$ cat src/rtl/calc_div_sub_pkg.sv
// calc_div_sub_pkg: shared modes, state encoding and default widths for the calculator units
package calc_pkg;
  localparam logic MODE_ADD = 1'b0;
  localparam logic MODE_SUB = 1'b0;
  localparam logic MODE_MUL = 1'b1;
  localparam logic MODE_DIV = 1'b1;
  localparam int CALC_A_W = 8;
  localparam int CALC_B_W = 4;
  typedef enum logic [1:0] {IDLE, DIV, FIN} state_t;
endpackage

$ cat src/rtl/calc_div_sub_if.sv
// calc_div_sub_if: operand/launch and result/handshake bundle between switches, LEDs and the unit
interface calc_div_sub_if #(parameter int A_W = calc_pkg::CALC_A_W, parameter int B_W = calc_pkg::CALC_B_W);
  logic start;
  logic mode;
  logic [A_W-1:0] a;
  logic [B_W-1:0] b;
  logic busy;
  logic done;
  logic [A_W-1:0] result;
  logic [B_W-1:0] rem;
  logic borrow;
  logic div0;
  modport master(output start, mode, a, b, input busy, done, result, rem, borrow, div0);
  modport slave(input start, mode, a, b, output busy, done, result, rem, borrow, div0);
endinterface

$ cat src/rtl/calc_div_sub_div_step.sv
// div_step: one combinational restoring-division iteration
module div_step import calc_pkg::*; #(parameter int B_W = CALC_B_W) (
  input  logic [B_W:0]   part,
  input  logic           din,
  input  logic [B_W-1:0] dvs,
  output logic [B_W:0]   part_n,
  output logic           q
);
  logic [B_W:0] p;
  assign p = {part[B_W-1:0], din};
  assign q = p >= {1'b0, dvs};
  assign part_n = q ? p - {1'b0, dvs} : p;
endmodule

$ cat src/rtl/calc_div_sub.sv
// calc_div_sub: single-cycle subtract or multi-cycle restoring divide with busy/done handshake
module calc_div_sub import calc_pkg::*; #(parameter int A_W = CALC_A_W, parameter int B_W = CALC_B_W) (
  input logic clk,
  input logic rst,
  calc_div_sub_if.slave bus
);
  localparam int CW = $clog2(A_W);
  state_t state;
  logic [A_W-1:0] dvd, result;
  logic [B_W:0] part, part_n;
  logic [B_W-1:0] dvs, rem;
  logic [CW-1:0] cnt;
  logic busy, done, borrow, div0, bw_s, d0_s, q;
  div_step #(.B_W(B_W)) u_step (.part(part), .din(dvd[A_W-1]), .dvs(dvs), .part_n(part_n), .q(q));
  // dvd/part/bw_s/d0_s stage the pending result so all outputs publish together in FIN
  always_ff @(posedge clk) begin
    if (rst) begin
      state <= IDLE;
      dvd <= '0;
      part <= '0;
      dvs <= '0;
      cnt <= '0;
      bw_s <= 1'b0;
      d0_s <= 1'b0;
      busy <= 1'b0;
      done <= 1'b0;
      result <= '0;
      rem <= '0;
      borrow <= 1'b0;
      div0 <= 1'b0;
    end else begin
      done <= 1'b0;
      case (state)
        IDLE: if (bus.start) begin
          part <= '0;
          if (bus.mode == MODE_SUB) begin
            dvd <= bus.a - A_W'(bus.b);
            bw_s <= bus.a < A_W'(bus.b);
            d0_s <= 1'b0;
            state <= FIN;
          end else if (bus.b == '0) begin
            dvd <= '1;
            bw_s <= 1'b0;
            d0_s <= 1'b1;
            state <= FIN;
          end else begin
            dvd <= bus.a;
            dvs <= bus.b;
            cnt <= CW'(A_W - 1);
            bw_s <= 1'b0;
            d0_s <= 1'b0;
            busy <= 1'b1;
            state <= DIV;
          end
        end
        DIV: begin
          part <= part_n;
          dvd <= {dvd[A_W-2:0], q};
          cnt <= cnt - 1'b1;
          if (cnt == '0) begin
            busy <= 1'b0;
            state <= FIN;
          end
        end
        FIN: begin
          done <= 1'b1;
          result <= dvd;
          rem <= part[B_W-1:0];
          borrow <= bw_s;
          div0 <= d0_s;
          state <= IDLE;
        end
        default: state <= IDLE;
      endcase
    end
  end
  assign bus.busy = busy;
  assign bus.done = done;
  assign bus.result = result;
  assign bus.rem = rem;
  assign bus.borrow = borrow;
  assign bus.div0 = div0;
endmodule

$ cat src/flat_wrapper.sv
// flat-port wrapper written by rule: the top's interface ports become plain ports
module calc_div_sub_flat import calc_pkg::*;
#(parameter int A_W = CALC_A_W, parameter int B_W = CALC_B_W)
  (clk, rst, bus_start, bus_mode, bus_a, bus_b, bus_busy, bus_done, bus_result, bus_rem, bus_borrow, bus_div0);
  calc_div_sub_if #(.A_W(A_W), .B_W(B_W)) bus_i ();
  input logic clk;
  input logic rst;
  input wire logic [$bits(bus_i.start)-1:0] bus_start;
  input wire logic [$bits(bus_i.mode)-1:0] bus_mode;
  input wire logic [$bits(bus_i.a)-1:0] bus_a;
  input wire logic [$bits(bus_i.b)-1:0] bus_b;
  output wire logic [$bits(bus_i.busy)-1:0] bus_busy;
  output wire logic [$bits(bus_i.done)-1:0] bus_done;
  output wire logic [$bits(bus_i.result)-1:0] bus_result;
  output wire logic [$bits(bus_i.rem)-1:0] bus_rem;
  output wire logic [$bits(bus_i.borrow)-1:0] bus_borrow;
  output wire logic [$bits(bus_i.div0)-1:0] bus_div0;
  assign bus_i.start = bus_start;
  assign bus_i.mode = bus_mode;
  assign bus_i.a = bus_a;
  assign bus_i.b = bus_b;
  assign bus_busy = bus_i.busy;
  assign bus_done = bus_i.done;
  assign bus_result = bus_i.result;
  assign bus_rem = bus_i.rem;
  assign bus_borrow = bus_i.borrow;
  assign bus_div0 = bus_i.div0;
  calc_div_sub #(.A_W(A_W), .B_W(B_W)) u_core (.clk(clk), .rst(rst), .bus(bus_i));
endmodule
$ cat config.mk
export PLATFORM = sky130hd
export DESIGN_NAME = calc_div_sub_flat
export DESIGN_NICKNAME = d
export VERILOG_FILES = /design/src/rtl/calc_div_sub_pkg.sv /design/src/rtl/calc_div_sub_if.sv /design/src/rtl/calc_div_sub_div_step.sv /design/src/rtl/calc_div_sub.sv /design/src/flat_wrapper.sv
export SDC_FILE = /design/constraint.sdc
export NUM_CORES = 1
export LEC_CHECK = 0
export ABC_AREA = 0
export BUFFER_PORTS_ARGS = -buffer_cell sky130_fd_sc_hd__buf_2
export CORE_ASPECT_RATIO = 0.75
export CORE_MARGIN = 5
export CORE_UTILIZATION = 50
export CTS_BUF_LIST = sky130_fd_sc_hd__clkbuf_16
export DETAILED_ROUTE_END_ITERATION = 16
export MAX_ROUTING_LAYER = met4
export PLACE_DENSITY_LB_ADDON = 0.1
export SLEW_MARGIN = 20
export SYNTH_ARGS = -nofsm -noshare
export SYNTH_HDL_FRONTEND = slang
export SYNTH_SLANG_ARGS = --single-unit
$ cat constraint.sdc
create_clock -name clk -period 3.2 [get_ports clk]
set_clock_uncertainty 0.05 [all_clocks]
set_input_delay 0.64 -clock clk [delete_from_list [all_inputs] [get_ports clk]]
set_output_delay 0.64 -clock clk [all_outputs]
set_load 0.005 [all_outputs]
==> results.sh, run 1 <==
export IMPL_yosys_cell_types_count=43
export IMPL_min_path_type="reg2reg"
export IMPL_p_seq_frac=0.445
export IMPL_layout_drive_gt1_share=0.199
export IMPL_cp_arrival_ps=2630
export IMPL_final_fill_count=349
export IMPL_fin_nets=295
export IMPL_die_w_um=82.9
export IMPL_tritoncts="yes"
export IMPL_gp_congestion=0.872
export IMPL_wl_per_cell_um=13.3
export IMPL_vias_per_cell=5.44
export IMPL_yosysWarnings=0
export IMPL_place_area_mm2=0.00218
export IMPL_n_antenna_cell=0
export IMPL_finalInstanceArea_mm2=0.00232
export IMPL_drt_iter0_markers=100
export IMPL_cp_slowest_cell="a2111oi_0"
export IMPL_worstSetupStartpoint="bus_b[2]"
export IMPL_met3_usage=0.0557
export IMPL_power_w=0.00120
export IMPL_cts_setup_buffers=0
export IMPL_cts_clk_slew_worst_paths_ps=50
export IMPL_routed_via_count=1735
export IMPL_start_util=0.531
export IMPL_grt_util_met1=0.223
export IMPL_hold_slack_ps=398
export IMPL_synth_area_leaders="dfxtp_1 39%, nand2_1 7.0%, ha_1 6.3%, a21oi_1 5.5%, nor2_1 5.1%"
export IMPL_instances_no_fill=319
export IMPL_antenna_found_initial=0
export IMPL_top_usage_layer="met2"
export IMPL_core_mm2=0.00376
export IMPL_crit_type="in2reg"
export IMPL_timing_rr_end="u_core.part[2]$_SDFFE_PP0P_"
export IMPL_htree_num_levels=2
export IMPL_period_share=0.783
export IMPL_port_buffers=31
export IMPL_grt_pass1_vias=1645
export IMPL_hold_viol=0
export IMPL_rsz0062_at_grt="no"
export IMPL_crit_chain="buf_2 -> inv_1 -> ha_1 -> a21oi_1 -> nand2_1 -> a2111oi_0 -> mux2_2 -> a2111oi_2"
export IMPL_comb_power_share=0.174
export IMPL_pwr_share_clk=0.381
export IMPL_p_switching_w=0.000319
export IMPL_min_period_ps=2510
export IMPL_cts_resized=0
export IMPL_most_common_layout_cells="39 x dfxtp_1, 37 x nand2_1, 31 x buf_2"
export IMPL_setup_viol=0
export IMPL_cts_sinks=39
export IMPL_synth_edf_count=0
export IMPL_dp_cells=312
export IMPL_ys_async_sr_fraction=0
export IMPL_ys_ff_latch=39
export IMPL_dpl_hpwl_mm=3.24
export IMPL_grt_util_all_layers=0.180
export IMPL_tightest_slew_ps=839
export IMPL_cp_endpoint="u_core.dvd[5]$_SDFFE_PP0P_"
export IMPL_crit_fanout=4
export IMPL_holdBufCountCts=0
export IMPL_yosysSeqAreaShare=0.392
export IMPL_netlist_area_leader_share=0.392
export IMPL_ff_latch_area_um2=781
export IMPL_dr_pass1_iters=4
export IMPL_cts_root_buf="clkbuf_16"
export IMPL_synth_flop_cell="dfxtp_1"
export IMPL_fmax_mhz=399
export IMPL_relSlewSlack=0.440
export IMPL_syn_avg_cell_area_um2=8.37
export IMPL_rr_startpoint="u_core.dvs[2]$_SDFFE_PP0P_"
export IMPL_drc=0
export IMPL_syn_cell_area_mm2=0.00199
export IMPL_synth_top_area_cell="dfxtp_1"
export IMPL_cts_path_max_buffers=2
export IMPL_report_final_slew_viol_count=0
export IMPL_cp_slowest_stage_delay_ps=450
export IMPL_clk_latency_ps=280
export IMPL_fp_dieH_um=64.7
export IMPL_area_growth_pct=16.2
export IMPL_leakage_nw=0.943
export IMPL_r2r_cells=7
export IMPL_dieArea_mm2=0.00536
export IMPL_end_kind="flip-flop"
export IMPL_grt_overflow_total=0
export IMPL_switching_share=0.267
export IMPL_multi_input_area_mm2=0.00110
export IMPL_internal_power_w=0.000877
export IMPL_status="completed"
export IMPL_critPathRequiredTime_ps=3330
export IMPL_final_common_cell="dfxtp_1"
export IMPL_wl_mm=4.25
export IMPL_ir_worst_vdd_mv=0.371
export IMPL_maxCapViolations=0
export IMPL_grt_pass1_wl_mm=7.58
export IMPL_num_rows=19
export IMPL_syn_nets=266
export IMPL_grt_met2_usage=0.282
export IMPL_startpoint_type="primary input"
export IMPL_synth_cells=238
export IMPL_finalSetupTns_ps=0
export IMPL_cts_made_buffers=5
export IMPL_r2r_setup_slack_ps=1230
export IMPL_p_per_area_mw_per_mm2=516
export IMPL_grt_max_degree=25
export IMPL_postRouteAntennaNets=0
export IMPL_ioPinCount=32
## cell usage after synthesis, types with 3 or more instances
library cell,n
nand2_1,37
nand3_1,4
dfxtp_1,39
a21oi_1,22
nor4_1,3
a211oi_1,5
ha_1,10
nor3_1,8
o21ai_0,5
mux2i_1,6
mux2_2,3
inv_1,16
nor2_1,27
a22o_1,3
clkbuf_1,8
a31oi_1,4
nand2b_1,4
o221ai_1,4
## worst min-delay path by stage
| stage | from | end | cells after the start |
|---|---|---|---|
| 2_1_floorplan | u_core.dvd[7]$_SDFFE_PP0P_ | u_core.bus.result[7]$_SDFFE_PP0P_ | 2 |
| 3_3_place_gp | u_core.bus.div0$_SDFFE_PP0P_ | u_core.bus.div0$_SDFFE_PP0P_ | 2 |
| 3_5_place_dp | u_core.bus.div0$_SDFFE_PP0P_ | u_core.bus.div0$_SDFFE_PP0P_ | 2 |
| 4_1_cts | u_core.bus.div0$_SDFFE_PP0P_ | u_core.bus.div0$_SDFFE_PP0P_ | 2 |
| 5_1_grt | u_core.bus.div0$_SDFFE_PP0P_ | u_core.bus.div0$_SDFFE_PP0P_ | 2 |
| 6_report | u_core.bus.div0$_SDFFE_PP0P_ | u_core.bus.div0$_SDFFE_PP0P_ | 2 |
## state kept, by name, summed over array words and instances, names as in the netlist
signal,flops
u_core.dvd,8
u_core.d0_s,1
u_core.bus.busy,1
u_core.bus.result,8
u_core.bus.rem,4
u_core.cnt,3
u_core.part,4
u_core.bus.done,1
u_core.state,2
u_core.dvs,4
u_core.bw_s,1
u_core.bus.borrow,1
u_core.bus.div0,1
## logic make-up (layout without fill, tap and decap cells)
logic type,Yosys count,count (layout),share of synthesized area
AO/OA/AOI/OAI,54,54,0.197
AND/OR/NAND/NOR,93,93,0.211
flip-flops,39,39,0.392
adder cells (fa/ha/maj),12,12,0.0829
XOR/XNOR,3,3,0.0132
buffers and inverters,28,57,0.0571
multiplexers,9,9,0.0471
## routing by layer
metal | vias to the layer above | wire length [µm]
li1 | 885 | -
met1 | 812 | 1970
met2 | 34 | 1990
met3 | 4 | 235
met4 | 0 | 52
met5 | - | 0
## worst max-delay path: cells and delay by family
family,cells,cell delay (ps)
buffers and inverters,2,180
adders and majority gates,1,340
and+or+nand+nor,1,120
AOI/OAI and AO/OA,3,950
muxes,1,400
## metrics by stage
stage           util  setup slack [ps]
2_1_floorplan      -               671
3_3_place_gp   0.581               472
3_5_place_dp   0.581               404
4_1_cts        0.617               694
5_1_grt        0.617               575
6_report       0.617               694
## power by group through the flow
| stage | logic [W] | registers (W) | clock network [W] |
|---|---|---|---|
| 2_1_floorplan | 0.000157 | 0.000536 | 0 |
| 3_3_place_gp | 0.000205 | 0.000542 | 0 |
| 3_5_place_dp | 0.000207 | 0.000542 | 0 |
| 4_1_cts | 0.000209 | 0.000532 | 0.000465 |
| 5_1_grt | 0.000239 | 0.000536 | 0.000487 |
| 6_report | 0.000208 | 0.000532 | 0.000456 |
## cell type report
cell class / count / area share
well taps: 52 / 0.0281
clock buffers: 5 / 0.0540
multi-input cells: 171 / 0.474
inverters: 16 / 0.0259
repair buffers: 34 / 0.0767
clock inverters: 2 / 0.00378
flip-flops and latches: 39 / 0.337
(Power assumes the default switching activity.)
==> run 2: changes to the inputs <==
==> constraint.sdc (replaced) <==
create_clock -name clk -period 2.3 [get_ports clk]
set_clock_uncertainty 0.05 [all_clocks]
set_input_delay 0.46 -clock clk [delete_from_list [all_inputs] [get_ports clk]]
set_output_delay 0.46 -clock clk [all_outputs]
set_load 0.005 [all_outputs]
==> run 2 against run 1 <==
Net effect: die area unchanged; final area rose by 7.0%; sequential share of layout area is 2.2 points lower; largest cell class unchanged; highest routed layer unchanged.
==> results.sh, run 2 (same netlist as run 1, synthesis figures left out) <==
export IMPL_wl_mm=4.45
export IMPL_switching_share=0.259
export IMPL_hold_path_startpoint="u_core.bus.result[7]$_SDFFE_PP0P_"
export IMPL_dp_cells=327
export IMPL_rr_startpoint="u_core.dvs[2]$_SDFFE_PP0P_"
export IMPL_min_to="u_core.bus.result[7]$_SDFFE_PP0P_"
export IMPL_vias_per_cell=5.31
export IMPL_comb_power_share=0.175
export IMPL_core_mm2=0.00376
export IMPL_instances_no_fill=335
export IMPL_num_rows=19
export IMPL_cts_setup_buffers=0
export IMPL_clk_latency_ps=280
export IMPL_hold_viol=0
export IMPL_dpl_hpwl_mm=3.32
export IMPL_htree_num_levels=2
export IMPL_tritoncts="yes"
export IMPL_n_antenna_cell=0
export IMPL_crit_type="in2reg"
export IMPL_cts_resized=0
export IMPL_final_core_util=0.660
export IMPL_drc=0
export IMPL_holdBufCountCts=0
export IMPL_dr_pass1_iters=4
export IMPL_layout_drive_gt1_share=0.258
export IMPL_crit_fanout=2
export IMPL_rsz0062_at_grt="no"
export IMPL_antenna_found_initial=0
export IMPL_dieArea_mm2=0.00536
export IMPL_cts_sinks=39
export IMPL_gp_congestion=0.870
export IMPL_report_final_slew_viol_count=0
export IMPL_r2r_cells=7
export IMPL_status="completed"
export IMPL_die_w_um=82.9
export IMPL_most_common_layout_cells="39 x dfxtp_1, 37 x nand2_1, 31 x buf_2"
export IMPL_wl_per_cell_um=13.3
export IMPL_period_share=0.935
export IMPL_cp_slowest_stage_delay_ps=360
export IMPL_cp_slowest_cell="mux2_2"
export IMPL_grt_pass1_vias=1681
export IMPL_area_growth_pct=24.3
export IMPL_leakage_nw=1.04
export IMPL_min_period_ps=2150
export IMPL_cts_made_buffers=5
export IMPL_final_common_cell="dfxtp_1"
export IMPL_critPathRequiredTime_ps=2430
export IMPL_fp_dieH_um=64.7
export IMPL_min_path_type="reg2reg"
export IMPL_relSlewSlack=0.632
export IMPL_postRouteAntennaNets=0
export IMPL_internal_power_w=0.00136
export IMPL_fmax_mhz=465
export IMPL_setup_viol=0
export IMPL_cts_path_max_buffers=2
export IMPL_reg_top3="u_core.bus.result (8), u_core.dvd (8)"
export IMPL_tightest_slew_ps=551
export IMPL_start_util=0.531
export IMPL_crit_buf_inv=3
export IMPL_ioPinCount=32
export IMPL_cts_clk_slew_worst_paths_ps=60
export IMPL_cp_arrival_ps=2280
export IMPL_critical_path_top_delay_family="compound AO/OA/AOI/OAI gates"
export IMPL_fin_nets=310
export IMPL_grt_max_degree=28
export IMPL_cts_root_buf="clkbuf_16"
export IMPL_crit_chain="buf_2 -> inv_1 -> ha_1 -> inv_1 -> fa_2 -> a21o_1 -> a211oi_2 -> mux2_2 -> a2111oi_2"
export IMPL_pwr_share_clk=0.423
export IMPL_timing_rr_end="u_core.part[2]$_SDFFE_PP0P_"
export IMPL_p_per_area_mw_per_mm2=743
export IMPL_grt_overflow_total=0
export IMPL_startpoint_type="primary input"
export IMPL_p_seq_frac=0.402
export IMPL_grt_util_all_layers=0.181
export IMPL_end_kind="flip-flop"
export IMPL_ir_worst_vdd_mv=0.453
export IMPL_grt_pass1_wl_mm=7.73
export IMPL_finalSetupTns_ps=0
export IMPL_maxCapViolations=0
export IMPL_holdPathStages=2
export IMPL_port_buffers=31
export IMPL_r2r_setup_slack_ps=320
export IMPL_p_switching_w=0.000476
export IMPL_routed_via_count=1780
export IMPL_cp_common_cell="inv_1"
export IMPL_drt_iter0_markers=109
-- run 2: how the worst max path moves through the flow --
stage	start	end	slack, ps	cells after the start
global placement	bus_a[0]	u_core.dvd[4]$_SDFFE_PP0P_	-100	9
detailed placement	bus_a[0]	u_core.dvd[4]$_SDFFE_PP0P_	-140	9
global route	bus_a[0]	u_core.dvd[4]$_SDFFE_PP0P_	4	9
CTS	bus_a[0]	u_core.dvd[4]$_SDFFE_PP0P_	150	9
floorplan	bus_a[0]	u_core.dvd[4]$_SDFFE_PP0P_	8	8
finish	bus_a[0]	u_core.dvd[4]$_SDFFE_PP0P_	150	9
-- run 2: metal layers --
layer | GRT usage | vias to the layer above | part of all wire
met3 | 0.0582 | 4 | 0.048
met2 | 0.275 | 33 | 0.45
met1 | 0.230 | 829 | 0.50
li1 | - | 914 | -
met5 | - | - | 0
met4 | 0.0551 | 0 | 0.0081
-- run 2: per-stage QoR --
stage | cell area, µm² | setup WS (ps) | hold WS [ps] | power [W]
after CTS | 2480 | 147 | 403 | 0.00185
after global placement | 2310 | -103 | 390 | 0.00107
after floorplan | 2010 | 8.12 | 382 | 0.000969
final | 2480 | 151 | 400 | 0.00184
after detailed placement | 2310 | -135 | 395 | 0.00108
after global routing | 2480 | 4.43 | 432 | 0.00193
-- run 2: layout make-up --
cell class / instances / area [µm²]
Timing Repair Buffer: 49 / 290
Clock inverter: 3 / 43.8
Tap cell: 52 / 65.1
Multi-Input combinational cell: 171 / 1110
Sequential cell: 39 / 781
Inverter: 16 / 60.1
Fill cell: 340 / 1280
Clock buffer: 5 / 125
-- run 2: power groups by stage --
stage	clock network [W]	logic (W)	registers, W
6_report	0.000779	0.000323	0.000739
5_1_grt	0.000821	0.000364	0.000744
4_1_cts	0.000786	0.000324	0.000739
3_5_place_dp	0	0.000321	0.000754
3_3_place_gp	0	0.000317	0.000754
2_1_floorplan	0	0.000223	0.000746
-- run 2: worst register-to-register path, cell delays in order (launching register included) --
cell,delay (ps)
dfxtp_1,330
inv_1,50
ha_1,340
o21ai_0,180
a21oi_1,110
nor2_1,220
mux2_2,370
a22o_1,220
